$ cat config.mk
export PLATFORM = sky130hd
export DESIGN_NAME = seq_101_detector_dual_flat
export DESIGN_NICKNAME = d
export VERILOG_FILES = /design/src/rtl/seq_101_detector_dual_pkg.sv /design/src/rtl/seq_101_detector_dual_if.sv /design/src/rtl/seq_101_detector_dual.sv /design/src/flat_wrapper.sv
export SDC_FILE = /design/constraint.sdc
export NUM_CORES = 1
export LEC_CHECK = 0
export ABC_AREA = 1
export CORE_AREA = 2 2 39 41
export DETAILED_ROUTE_END_ITERATION = 8
export DIE_AREA = 0 0 41 43
export RECOVER_POWER = 100
export SLEW_MARGIN = 20
export SYNTH_ARGS = -nofsm -noshare
export SYNTH_HDL_FRONTEND = slang
export SYNTH_SLANG_ARGS = --single-unit
$ cat constraint.sdc
create_clock -name clk -period 1.2 [get_ports clk]
set_input_delay 0.12 -clock clk [delete_from_list [all_inputs] [get_ports clk]]
set_output_delay 0.12 -clock clk [all_outputs]
set_load 0.05 [all_outputs]
$ cat src/rtl/seq_101_detector_dual_pkg.sv
// ---------------------------------------------------------------------------
// seq_det_pkg
// Shared types for the dual 1-0-1 detector: Mealy and Moore state encodings
// (binary, 2 bits each) and the pattern being recognised.
// No ports.
// ---------------------------------------------------------------------------
package seq_det_pkg;

  // Bit pattern recognised, oldest bit first.
  localparam logic [2:0] PATTERN = 3'b101;

  // Encoding 2'b11 is unreachable in the Mealy machine and recovers to idle.
  typedef enum logic [1:0] {
    MEALY_IDLE  = 2'b00,
    MEALY_GOT1  = 2'b01,
    MEALY_GOT10 = 2'b10
  } mealy_state_t;

  typedef enum logic [1:0] {
    MOORE_IDLE  = 2'b00,
    MOORE_GOT1  = 2'b01,
    MOORE_GOT10 = 2'b10,
    MOORE_FOUND = 2'b11
  } moore_state_t;

endpackage

$ cat src/rtl/seq_101_detector_dual_if.sv
// ---------------------------------------------------------------------------
// seq_101_detector_dual_if
// Serial data bit and the two detect flags of the dual 1-0-1 detector.
//   x       : serial data bit (master -> slave)
//   y_mealy : Mealy detect flag (slave -> master)
//   y_moore : Moore detect flag (slave -> master)
// The master drives the stream; the detector is the slave.
// ---------------------------------------------------------------------------
interface seq_101_detector_dual_if;
  logic x;
  logic y_mealy;
  logic y_moore;

  modport master (output x, input y_mealy, input y_moore);
  modport slave  (input x, output y_mealy, output y_moore);
endinterface

$ cat src/rtl/seq_101_detector_dual.sv
// ---------------------------------------------------------------------------
// seq_101_detector_dual
// Two independent 1-0-1 detectors running on the same serial input: a Mealy
// machine (flag combinational from state and x) and a Moore machine (flag
// decoded from registered state, one cycle later and glitch-free).
// Ports:
//   clk   : single clock, rising edge
//   reset : asynchronous, active-high; forces both FSMs to idle
//   bus   : slave modport (x in, y_mealy / y_moore out)
// Parameter OVERLAP: 1 = the final '1' of a match may start the next one,
//                    0 = search restarts from idle after each match.
//
// Mealy states
//   state | meaning
//   IDLE  | nothing useful seen
//   GOT1  | last bit was 1
//   GOT10 | last two bits were 1,0; x=1 now completes a match
// Moore states
//   state | meaning
//   IDLE  | nothing useful seen
//   GOT1  | last bit was 1
//   GOT10 | last two bits were 1,0
//   FOUND | 1,0,1 just seen; y_moore high
// ---------------------------------------------------------------------------
module seq_101_detector_dual
  import seq_det_pkg::*;
#(
  parameter int OVERLAP = 1
) (
  input  logic                     clk,
  input  logic                     reset,
  seq_101_detector_dual_if.slave   bus
);

  mealy_state_t r_mealy_state;
  mealy_state_t w_mealy_next;
  moore_state_t r_moore_state;
  moore_state_t w_moore_next;
  logic         w_y_mealy;
  logic         w_y_moore;

  // ---------------- Mealy FSM ----------------
  always_ff @(posedge clk or posedge reset) begin
    if (reset) r_mealy_state <= MEALY_IDLE;
    else       r_mealy_state <= w_mealy_next;
  end

  always_comb begin
    w_mealy_next = MEALY_IDLE;
    case (r_mealy_state)
      MEALY_IDLE:  w_mealy_next = bus.x ? MEALY_GOT1 : MEALY_IDLE;
      MEALY_GOT1:  w_mealy_next = bus.x ? MEALY_GOT1 : MEALY_GOT10;
      MEALY_GOT10: w_mealy_next = (bus.x && (OVERLAP != 0)) ? MEALY_GOT1 : MEALY_IDLE;
      default:     w_mealy_next = MEALY_IDLE;
    endcase
  end

  always_comb begin
    w_y_mealy = (r_mealy_state == MEALY_GOT10) && bus.x;
  end

  // ---------------- Moore FSM ----------------
  always_ff @(posedge clk or posedge reset) begin
    if (reset) r_moore_state <= MOORE_IDLE;
    else       r_moore_state <= w_moore_next;
  end

  always_comb begin
    w_moore_next = MOORE_IDLE;
    case (r_moore_state)
      MOORE_IDLE:  w_moore_next = bus.x ? MOORE_GOT1 : MOORE_IDLE;
      MOORE_GOT1:  w_moore_next = bus.x ? MOORE_GOT1 : MOORE_GOT10;
      MOORE_GOT10: w_moore_next = bus.x ? MOORE_FOUND : MOORE_IDLE;
      // With overlap, the '1' that completed the match plus a new '0' is
      // already a valid 1,0 prefix.
      MOORE_FOUND: begin
        if (bus.x)              w_moore_next = MOORE_GOT1;
        else if (OVERLAP != 0)  w_moore_next = MOORE_GOT10;
        else                    w_moore_next = MOORE_IDLE;
      end
      default:     w_moore_next = MOORE_IDLE;
    endcase
  end

  always_comb begin
    w_y_moore = (r_moore_state == MOORE_FOUND);
  end

  assign bus.y_mealy = w_y_mealy;
  assign bus.y_moore = w_y_moore;

  // A match needs three bits, so neither flag can be high two cycles running.
  a_moore_single: assert property (@(posedge clk) disable iff (reset)
                                   w_y_moore |=> !w_y_moore);

endmodule

$ cat src/flat_wrapper.sv
// flat-port wrapper written by rule: the top's interface ports become plain ports
module seq_101_detector_dual_flat import seq_det_pkg::*;
#(
  parameter int OVERLAP = 1
)
  (clk, reset, bus_x, bus_y_mealy, bus_y_moore);
  seq_101_detector_dual_if bus_i ();
  input  logic clk;
  input  logic reset;
  input wire logic [$bits(bus_i.x)-1:0] bus_x;
  output wire logic [$bits(bus_i.y_mealy)-1:0] bus_y_mealy;
  output wire logic [$bits(bus_i.y_moore)-1:0] bus_y_moore;
  assign bus_i.x = bus_x;
  assign bus_y_mealy = bus_i.y_mealy;
  assign bus_y_moore = bus_i.y_moore;
  seq_101_detector_dual #(.OVERLAP(OVERLAP)) u_core (.clk(clk), .reset(reset), .bus(bus_i));
endmodule
# ---- After elaboration in Yosys (flattened, before gate mapping)
# Cells that the tools add are included.
# W data, S select, Z words.
dict set report op_classes {
  eq_ne 5
  n_shift 0
  n_addsub 0
  n_reduce_logical 5
  n_bitwise 0
  order_cmp 0
  muxes 5
  multipliers 0
  n_div 0
}
# operator count
set ops {}
lappend ops {{$eq A2 B2 Y1 const B} 3}
lappend ops {{$pmux W2 S3} 1}
lappend ops {{$eq A2 B1 Y1 const B} 2}
lappend ops {{$logic_not A2 Y1} 2}
lappend ops {{$mux W2} 2}
lappend ops {{$pmux W2 S2} 1}
lappend ops {{$reduce_or A2 Y1} 2}
lappend ops {{$logic_and A1 B1 Y1} 1}
lappend ops {{$mux W1} 1}
dict set report word_totals {
  latchBits 0
  in_bits 3
  romBits 0
  output_inout_bits 2
  mem_bits_rw 0
  mem_count 0
  regBits 4
  wordCells 17
}

# ---- Depth between registers and ports, before layout
# Gate-level depths: netlist (run 1).
dict set report depth {
  depth_word 3
  ltp_mapped 3
  mapped_depth_nobuf 3
}

# ---- Least setup slack after synthesis (run 1)
# OpenSTA, ideal clock, no wires.
dict set report synth_timing {
  path_kind {flip-flop to output port}
  start {reg u_core.r_mealy_state[1]}
  end {out bus_y_mealy}
  path_stages_with_launch 3
  path_buffers 0
  slack_ps 9
  arrival_time_ps 1071
  path_cell_list {dfrtp_1 nand2_1 nor2_1}
}
dict set report synth_between {
  elab_chain_len 2
}
# item line
set synth_lines {}
lappend synth_lines {{start, declared} seq_101_detector_dual.sv:35} ;# mealy_state_t r_mealy_state;
lappend synth_lines {{start signal, assigned} seq_101_detector_dual.sv:45} ;# else r_mealy_state <= w_mealy_next;
lappend synth_lines {{$eq A2 B2 Y1} seq_101_detector_dual.sv:59} ;# w_y_mealy = (r_mealy_state == MEALY_GOT10) && bus.x;
lappend synth_lines {{$logic_and A1 B1 Y1} seq_101_detector_dual.sv:59}
lappend synth_lines {{end, declared} flat_wrapper.sv:11} ;# output wire logic [$bits(bus_i.y_mealy)-1:0] bus_y_mealy;
# Every way passes these cells.

# ---- Worst setup path in the final report (run 1)
# Same ends and word-level chain as after synthesis.

==> results of run 1 <==
power by group:
group | internal, uW | switching, uW | leakage (uW)
clock network | 111 | 45.6 | 0.0000138
logic | 15.3 | 22.0 | 0.0000664
registers | 144 | 6.72 | 0.0000493
total | 271 | 74.4 | 0.000129
critical path, cell delays in order (launching register included):
cell and delay [ns]:
dfrtp_1 0.38, nand2_1 0.06, nor2_1 0.18, buf_12 0.17
state kept, by name, indices dropped and copies added (netlist names):
signal	cells
u_core.r_mealy_state	2
u_core.r_moore_state	2
cell usage after synthesis (all sizes together):
master	n	share of area
clkbuf	1	0.023
dfrtp	4	0.62
a21oi	1	0.054
nand2	5	0.12
inv	4	0.093
nor2	2	0.062
nand3	1	0.031
cell families after synthesis:
group                  synth area share
buffers and inverters            0.1162
AND/OR/NAND/NOR                  0.2093
AO/OA/AOI/OAI                   0.05427
flip-flops                       0.6202
metrics by stage:
stage / cell area (um^2) / std cells
2_1_floorplan: 161.4 / 18
3_3_place_gp: 245.2 / 38
3_5_place_dp: 245.2 / 38
4_1_cts: 267.8 / 41
5_1_grt: 249.0 / 41
6_report: 249.0 / 41
layout make-up:
| class | count | area, um^2 | area share |
|---|---|---|---|
| Clock buffer | 3 | 22.52 | 0.09045 |
| Inverter | 4 | 15.01 | 0.06030 |
| Multi-Input combinational cell | 9 | 42.54 | 0.1709 |
| Sequential cell | 4 | 100.1 | 0.4020 |
| Tap cell | 16 | 20.02 | 0.08040 |
| Timing Repair Buffer | 5 | 48.80 | 0.1960 |
path summary, 6_finish.rpt:
check / from / endpoint / slack (ns)
max: u_core.r_mealy_state[1]$_DFF_PP0_ / bus_y_mealy / 0.07
min in group clk: u_core.r_mealy_state[1]$_DFF_PP0_ / u_core.r_mealy_state[1]$_DFF_PP0_ / 0.47
min: reset / u_core.r_moore_state[0]$_DFF_PP0_ / 0.21
max reg2reg: u_core.r_mealy_state[0]$_DFF_PP0_ / u_core.r_mealy_state[1]$_DFF_PP0_ / 0.57
min reg2reg: u_core.r_mealy_state[1]$_DFF_PP0_ / u_core.r_mealy_state[1]$_DFF_PP0_ / 0.47
max in group asynchronous: reset / u_core.r_mealy_state[1]$_DFF_PP0_ / 0.84
routing by layer:
layer / GRT usage / part of all wire / routed length, um / vias up
met5: 0 / 0 / 0 / -
met4: 0.06000 / 0 / 0 / 0
met3: 0.04712 / 0.14 / 36 / 0
met2: 0.04688 / 0.49 / 122 / 4
met1: 0.03215 / 0.36 / 90 / 55
li1: - / - / - / 66
cells in the final DEF (no fill, tap or decap), drive strengths merged:
| cell | Yosys | routed |
|---|---|---|
| a21oi | 1 | 1 |
| buf | 0 | 1 |
| clkbuf | 1 | 5 |
| clkdlybuf4s50 | 0 | 1 |
| dfrtp | 4 | 4 |
| dlygate4sd3 | 0 | 1 |
| inv | 4 | 4 |
| nand2 | 5 | 5 |
| nand3 | 1 | 1 |
| nor2 | 2 | 2 |
==> flow_summary_export.csv, run 1 <==
group,metric,value,unit
clock_tree,cts_buffer_depth,2,
synthesis,yosysWarnings,0,
global_route,grt_first_pass_wirelength,407,um
final_layout,drive_gt1_frac,0.2800,
clock_tree,clock_latency,0.23,ns
final_layout,diodes,0,
sta,layout_setup_ws,0.06674,ns
synthesis,synth_fp_nets,21,
clock_tree,cts_resized,0,
run_status,outcome,"finished, final reports clean",
critical_path,reg2reg_depth,2,
global_route,grt_overflow_total,0,
sta,setup_viol,0,
place,dp_hpwl,212.3,um
sta,setup_tns,0,ns
die,initial_utilization,0.1166,
route,drc,0,
clock_tree,clock_sinks,4,
sta,whs,0.2120,ns
sta,period_minus_slack,1.133,ns
synthesis,netlist_instances,18,
route,ant_nets,0,
sta,relSlewSlack,0.8161,
die,io_pins,5,
pwr,irDropWorstVdd,0.2331,mV
clock_tree,ctsHoldBuffers,0,
synthesis,synth.ff_latch_count,4,
place,port_buffers,4,
clock_tree,clk_pin_slew,0.03,ns
route,viasPerCell,3.049,
route,first_iter_violations,0,
global_route,antenna_found_initial,0,
critical_path,cp-start-kind,"flip-flop",
die,rows,14,
route,firstDrtPassIters,1,
route,wirelength,249,um
place,place.gp.congestion,0.5420,
final_layout,finalNetCount,30,
place,pre_cts_ws,0.08386,ns
run,maxCapViolCount,0,
die,die_area,0.001763,mm^2
critical_path,worstSetupPathType,"reg -> out",
critical_path,critPathMaxFanout,3,
route,vias,125,
sta,slew_violations,0,
sta,skew,0.00001268,ns
global_route,grt_max_degree,5,
clock_tree,cts_tree,"yes",
synthesis,synthDistinctLibCells,9,
pwr,power.leakage,0.0001295,uW
clock_tree,cts_setup_buffers,0,
critical_path,cp-end-kind,"output port",
sta,worstMarginPinSlew,0.2771,ns
global_route,grt_use_total,0.04317,
final_layout,final_core_util,0.1799,
pwr,power-per-cell-area,1386,mW/mm^2
synthesis,syn_area_per_cell,8.967,um^2
sta,clock.fmax,882.4,MHz
synthesis,syn-cell-area,161.4,um^2
clock_tree,htreeDepth,1,
pwr,power,345.0,uW
route,wl_per_cell,6.073,um
final_layout,syn_to_final_growth,54.26,%
synthesis,ys_seq_area_frac,0.6202,
sta,finalCritPeriodShare,0.9444,
die,fp.dieH,43,um
critical_path,worstPathArrival,1.01,ns
critical_path,crit_required,1.08,ns
clock_tree,cts_root_buffer,"clkbuf_4",
final_layout,fillers,160,
clock_tree,numCtsBuffers,3,
sta,rsz0062_at_grt,"false",
global_route,grt_pass1_vias,120,
die,die_x,41,um
sta,final-hold-violation-count,0,
hold_path,hold_class,"in -> async",
die,core_area,0.001384,mm^2
No activity file was read; power rests on OpenSTA's default activity.
==> inputs of run 2 (changes only) <==
--- a/config.mk
+++ b/config.mk
@@ -6,9 +6,10 @@
 export NUM_CORES = 1
 export LEC_CHECK = 0
 export ABC_AREA = 1
-export CORE_AREA = 2 2 39 41
+export CORE_AREA = 10 10 47 49
 export DETAILED_ROUTE_END_ITERATION = 8
-export DIE_AREA = 0 0 41 43
+export DIE_AREA = 0 0 57 59
+export GPL_ROUTABILITY_DRIVEN = 0
 export RECOVER_POWER = 100
 export SLEW_MARGIN = 20
 export SYNTH_ARGS = -nofsm -noshare
==> flow_summary_export.csv, run 2 (synthesis results as in run 1) <==
group,metric,value,unit
run_status,outcome,"finished, final reports clean",
critical_path,cp_cell_sequence,"nand2_1, nor2_2, buf_12",
critical_path,cp_num_buf_inv,1,
clock_tree,clock_sinks,4,
pwr,switching_share,0.2277,
hold_path,hold_class,"in -> async",
clock_tree,cts_buffer_depth,2,
sta,clock.fmax,914.6,MHz
final_layout,stdcell_count,41,
critical_path,critical-path-slowest-cell,"dfrtp_1",
critical_path,crit_family,"flip-flops",
clock_tree,cts_setup_buffers,0,
route,wirelength,317,um
die,rows,14,
global_route,antenna_found_initial,0,
clock_tree,clk_pin_slew,0.03,ns
pwr,power-per-cell-area,1396,mW/mm^2
global_route,grt_use_total,0.02721,
critical_path,crit_required,1.08,ns
route,viasPerCell,3.195,
sta,finalCritPeriodShare,0.9112,
critical_path,worstSetupPathType,"reg -> out",
final_layout,finalNetCount,30,
pwr,switchingPower,79.93,uW
global_route,grt_overflow_total,0,
place,numPlacedInstances,38,
critical_path,cp-end-kind,"output port",
sta,setup_viol,0,
final_layout,diodes,0,
clock_tree,clock_latency,0.23,ns
sta,slew_violations,0,
global_route,grt_first_pass_wirelength,531,um
die,initial_utilization,0.1152,
sta,whs,0.2065,ns
global_route,grt_pass1_vias,132,
final_layout,drive_gt1_frac,0.3200,
final_layout,reg.largest.list,"u_core.r_mealy_state x2, u_core.r_moore_state x2",
clock_tree,numCtsBuffers,3,
pwr,comb_power_share,0.108,
clock_tree,cts_root_buffer,"clkbuf_4",
place,port_buffers,4,
pwr,intPower,271.2,uW
sta,final-hold-violation-count,0,
route,vias,131,
critical_path,cp-start-kind,"flip-flop",
critical_path,slowest_delay,0.38,ns
critical_path,worstPathArrival,0.97,ns
route,wl_per_cell,7.732,um
final_layout,final_cell_mix,"nand2_1, inv_1, dfrtp_1",
run,maxCapViolCount,0,
pwr,clockPowerShare,0.461,
pwr,power_frac_seq,0.431,
clock_tree,htreeDepth,1,
clock_tree,ctsHoldBuffers,0,
sta,relSlewSlack,0.8120,
pwr,irDropWorstVdd,0.2506,mV
sta,rsz0062_at_grt,"false",
final_layout,syn_to_final_growth,55.81,%
die,fp.dieH,59,um
global_route,grt_max_degree,5,
route,firstDrtPassIters,1,
die,core_area,0.001401,mm^2
final_layout,mostFrequentLayoutCell,"nand2_1",
route,ant_nets,0,
die,die_area,0.003363,mm^2
route,drc,0,
die,io_pins,5,
pwr,power.leakage,0.0001292,uW
die,die_x,57,um
route,first_iter_violations,0,
sta,period_minus_slack,1.093,ns
sta,skew,0.00001765,ns
critical_path,critPathMaxFanout,3,
clock_tree,cts_tree,"yes",
sta,worstMarginPinSlew,0.2832,ns
sta,setup_tns,0,ns
place,dp_hpwl,269.8,um
[run 2: cell counts in the layout (fill, tap and decap cells not counted)]
No cell type changed its count.
[run 2: layout make-up]
type                            count  area [um^2]
Inverter                            4        15.01
Clock buffer                        3        22.52
Fill cell                         163         1150
Tap cell                           16        20.02
Sequential cell                     4        100.1
Timing Repair Buffer                5        48.80
Multi-Input combinational cell      9        45.04
[run 2: per-stage QoR]
step,utilization,total power (uW),setup slack (ns),area [um^2]
3_5_place_dp,0.1750,200.1,0.08166,245.2
3_3_place_gp,0.1750,198.7,0.08706,245.2
4_1_cts,0.1911,368.7,0.05306,267.8
6_report,0.1795,351.1,0.1066,251.5
5_1_grt,0.1795,382.6,0.02282,251.5
2_1_floorplan,-,174.4,0.008798,161.4
[run 2: path summary, 6_finish.rpt]
check / startpoint / endpoint / slack (ns) / depth (start not counted)
worst max register to register: u_core.r_mealy_state[0]$_DFF_PP0_ / u_core.r_mealy_state[1]$_DFF_PP0_ / 0.56 / 2
min in group clk: u_core.r_mealy_state[1]$_DFF_PP0_ / u_core.r_mealy_state[1]$_DFF_PP0_ / 0.47 / 1
worst min register to register: u_core.r_mealy_state[1]$_DFF_PP0_ / u_core.r_mealy_state[1]$_DFF_PP0_ / 0.47 / 1
max in group asynchronous: reset / u_core.r_mealy_state[1]$_DFF_PP0_ / 0.84 / 2
worst min-delay path: reset / u_core.r_moore_state[1]$_DFF_PP0_ / 0.21 / 2
worst max-delay path: u_core.r_mealy_state[1]$_DFF_PP0_ / bus_y_mealy / 0.11 / 3
[run 2: power groups by stage]
stage	clock network, uW	registers, uW	logic (uW)
2_1_floorplan	0	151	23.2
3_3_place_gp	0	152	46.6
3_5_place_dp	0	153	47.3
4_1_cts	170	151	47.6
5_1_grt	188	153	41.7
6_report	162	151	38.0
[run 2: timing repair]
item,4_1_cts,5_1_grt
setup endpoints to repair,0,1
endpoints found under the hold margin,0,0
resized for setup,0,1
[run 2: metal layers]
metal / vias to the layer above / wire length (um) / global-route usage
li1: 65 / - / -
met2: 6 / 141 / 0.03101
met1: 56 / 110 / 0.01305
met5: - / 0 / 0
met3: 4 / 42 / 0.03648
met4: 0 / 23 / 0.05034
[run 2: worst register-to-register path: stages, from the launching register on]
cell and delay [ns]:
dfrtp_1 0.40, nand2_1 0.09, nor2_2 0.03
==> inputs of run 3 (changes only) <==
--- a/config.mk
+++ b/config.mk
@@ -10,6 +10,7 @@
 export DETAILED_ROUTE_END_ITERATION = 8
 export DIE_AREA = 0 0 57 59
 export GPL_ROUTABILITY_DRIVEN = 0
+export PLACE_DENSITY = 0.35
 export RECOVER_POWER = 100
 export SLEW_MARGIN = 20
 export SYNTH_ARGS = -nofsm -noshare
==> constraint.sdc (replaced) <==
create_clock -name clk -period 0.95 [get_ports clk]
set_input_delay 0.095 -clock clk [delete_from_list [all_inputs] [get_ports clk]]
set_output_delay 0.095 -clock clk [all_outputs]
set_load 0.02 [all_outputs]
==> flow_summary_export.csv, run 3 (synthesis results as in run 1) <==
group,metric,value,unit
critical_path,crit_required,0.85,ns
route,first_iter_violations,2,
final_layout,reg.largest.list,"u_core.r_mealy_state x2, u_core.r_moore_state x2",
final_layout,final_cell_mix,"buf_4, nand2_1, clkbuf_4, dfrtp_1, inv_1",
sta,period_minus_slack,0.9746,ns
sta,final-hold-violation-count,0,
pwr,power.leakage,0.0001558,uW
final_layout,fillers,172,
critical_path,cp-start-kind,"flip-flop",
clock_tree,htreeDepth,1,
global_route,grt_pass1_vias,159,
critical_path,worstPathArrival,0.88,ns
pwr,switchingPower,99.43,uW
final_layout,drive_gt1_frac,0.4194,
place,numPlacedInstances,41,
pwr,comb_power_share,0.137,
pwr,clockPowerShare,0.454,
final_layout,mostFrequentLayoutCell,"buf_4",
clock_tree,cts_root_buffer,"clkbuf_4",
route,vias,152,
clock_tree,cts_tree,"yes",
run_status,outcome,"finished, violations left",
sta,rsz0062_at_grt,"true",
place,pre_cts_ws,-0.4642,ns
pwr,power_frac_seq,0.409,
run_status,violations,"setup timing",
clock_tree,clock_sinks,4,
die,fp.dieH,59,um
final_layout,syn_to_final_growth,75.97,%
pwr,irDropWorstVdd,0.5030,mV
final_layout,finalNetCount,36,
sta,worstMarginPinSlew,0.1586,ns
global_route,grt_use_total,0.02765,
route,ant_nets,0,
global_route,antenna_found_initial,0,
place,dp_hpwl,268,um
sta,relSlewSlack,0.8941,
clock_tree,numCtsBuffers,3,
place,port_buffers,4,
clock_tree,clk_pin_slew,0.04,ns
run,maxCapViolCount,0,
hold_path,hold_class,"in -> async",
route,viasPerCell,3.234,
final_layout,diodes,0,
route,wl_per_cell,8.000,um
pwr,switching_share,0.2168,
clock_tree,clock_latency,0.23,ns
clock_tree,cts_buffer_depth,2,
sta,clock.fmax,1026,MHz
die,rows,14,
route,drc,0,
critical_path,worstSetupPathType,"reg -> out",
sta,finalCritPeriodShare,1.026,
pwr,power-per-cell-area,1615,mW/mm^2
die,initial_utilization,0.1152,
route,wirelength,376,um
die,core_area,0.001401,mm^2
global_route,grt_overflow_total,0,
sta,skew,0.004354,ns
global_route,grt_max_degree,5,
critical_path,critPathMaxFanout,2,
die,die_area,0.003363,mm^2
critical_path,cp-end-kind,"output port",
route,firstDrtPassIters,4,
sta,setup_viol,1,
global_route,grt_first_pass_wirelength,627,um
pwr,power,458.7,uW
sta,slew_violations,0,
sta,layout_setup_ws,-0.02462,ns
sta,setup_tns,-0.02462,ns
die,io_pins,5,
pwr,intPower,359.3,uW
final_layout,stdcell_count,47,
clock_tree,ctsHoldBuffers,0,
critical_path,reg2reg_depth,5,
die,die_x,57,um
[run 3: cell types whose count changed in the layout (fill, tap and decap cells not counted)]
| cell | before | now |
|---|---|---|
| a21oi_1 | 0 | 1 |
| clkbuf_2 | 1 | 0 |
| buf_12 | 1 | 0 |
| nor2_2 | 2 | 1 |
| nor2_1 | 0 | 1 |
| buf_6 | 0 | 1 |
| inv_2 | 0 | 1 |
| inv_1 | 4 | 3 |
| clkbuf_4 | 3 | 4 |
| a21oi_2 | 1 | 0 |
| buf_4 | 0 | 6 |
[run 3: stage by stage]
step	hold WS, ns	utilization	cell area [um^2]
after floorplan	-0.1389	-	161.4
after detailed placement	0.3006	0.1768	247.7
after global routing	0.2167	0.2027	284.0
after global placement	0.2936	0.1768	247.7
after CTS	0.05195	0.1875	262.8
final	0.1829	0.2027	284.0
[run 3: layer usage]
layer	vias to the layer above	GRT usage	part of all wire
li1	78	-	-
met1	63	0.02847	0.51
met2	7	0.02326	0.33
met3	4	0.02790	0.11
met4	0	0.04027	0.051
met5	-	0	0
[run 3: repair_timing]
action / in CTS / in global routing
endpoints found under the setup margin: 2 / 2
pin swaps: 0 / 1
resized for setup: 9 / 3
setup buffers: 0 / 3
[run 3: path summary, 6_finish.rpt]
check,endpoint,startpoint,slack [ns]
setup / recovery,bus_y_mealy,u_core.r_mealy_state[1]$_DFF_PP0_,-0.02
hold / removal,u_core.r_mealy_state[0]$_DFF_PP0_,reset,0.18
setup reg to reg,u_core.r_moore_state[1]$_DFF_PP0_,u_core.r_moore_state[0]$_DFF_PP0_,0.11
hold reg to reg,u_core.r_mealy_state[0]$_DFF_PP0_,u_core.r_mealy_state[0]$_DFF_PP0_,0.55
max in group asynchronous,u_core.r_moore_state[1]$_DFF_PP0_,reset,0.61
min in group clk,u_core.r_moore_state[0]$_DFF_PP0_,bus_x,0.46
[run 3: critical path, cell delays in order (launching register included)]
cell	delay, ns
dfrtp_1	0.34
nand2_1	0.05
nor2_1	0.10
buf_4	0.15
[run 3: area by class of cell]
cell class | count | area (um^2) | area share
inverters | 4 | 15.01 | 0.05286
clock buffers | 3 | 22.52 | 0.07930
multi-input cells | 9 | 38.79 | 0.1366
well taps | 16 | 20.02 | 0.07048
repair buffers | 11 | 87.58 | 0.3084
flip-flops and latches | 4 | 100.1 | 0.3524
[run 3: power by group through the flow]
stage                     Sequential [uW]  Combinational (uW)  Clock (uW)
after CTS                             188                54.3         216
after global routing                  189                70.5         229
after floorplan                       191                21.4           0
final                                 188                63.0         208
after global placement                189                55.9           0
after detailed placement              190                56.7           0
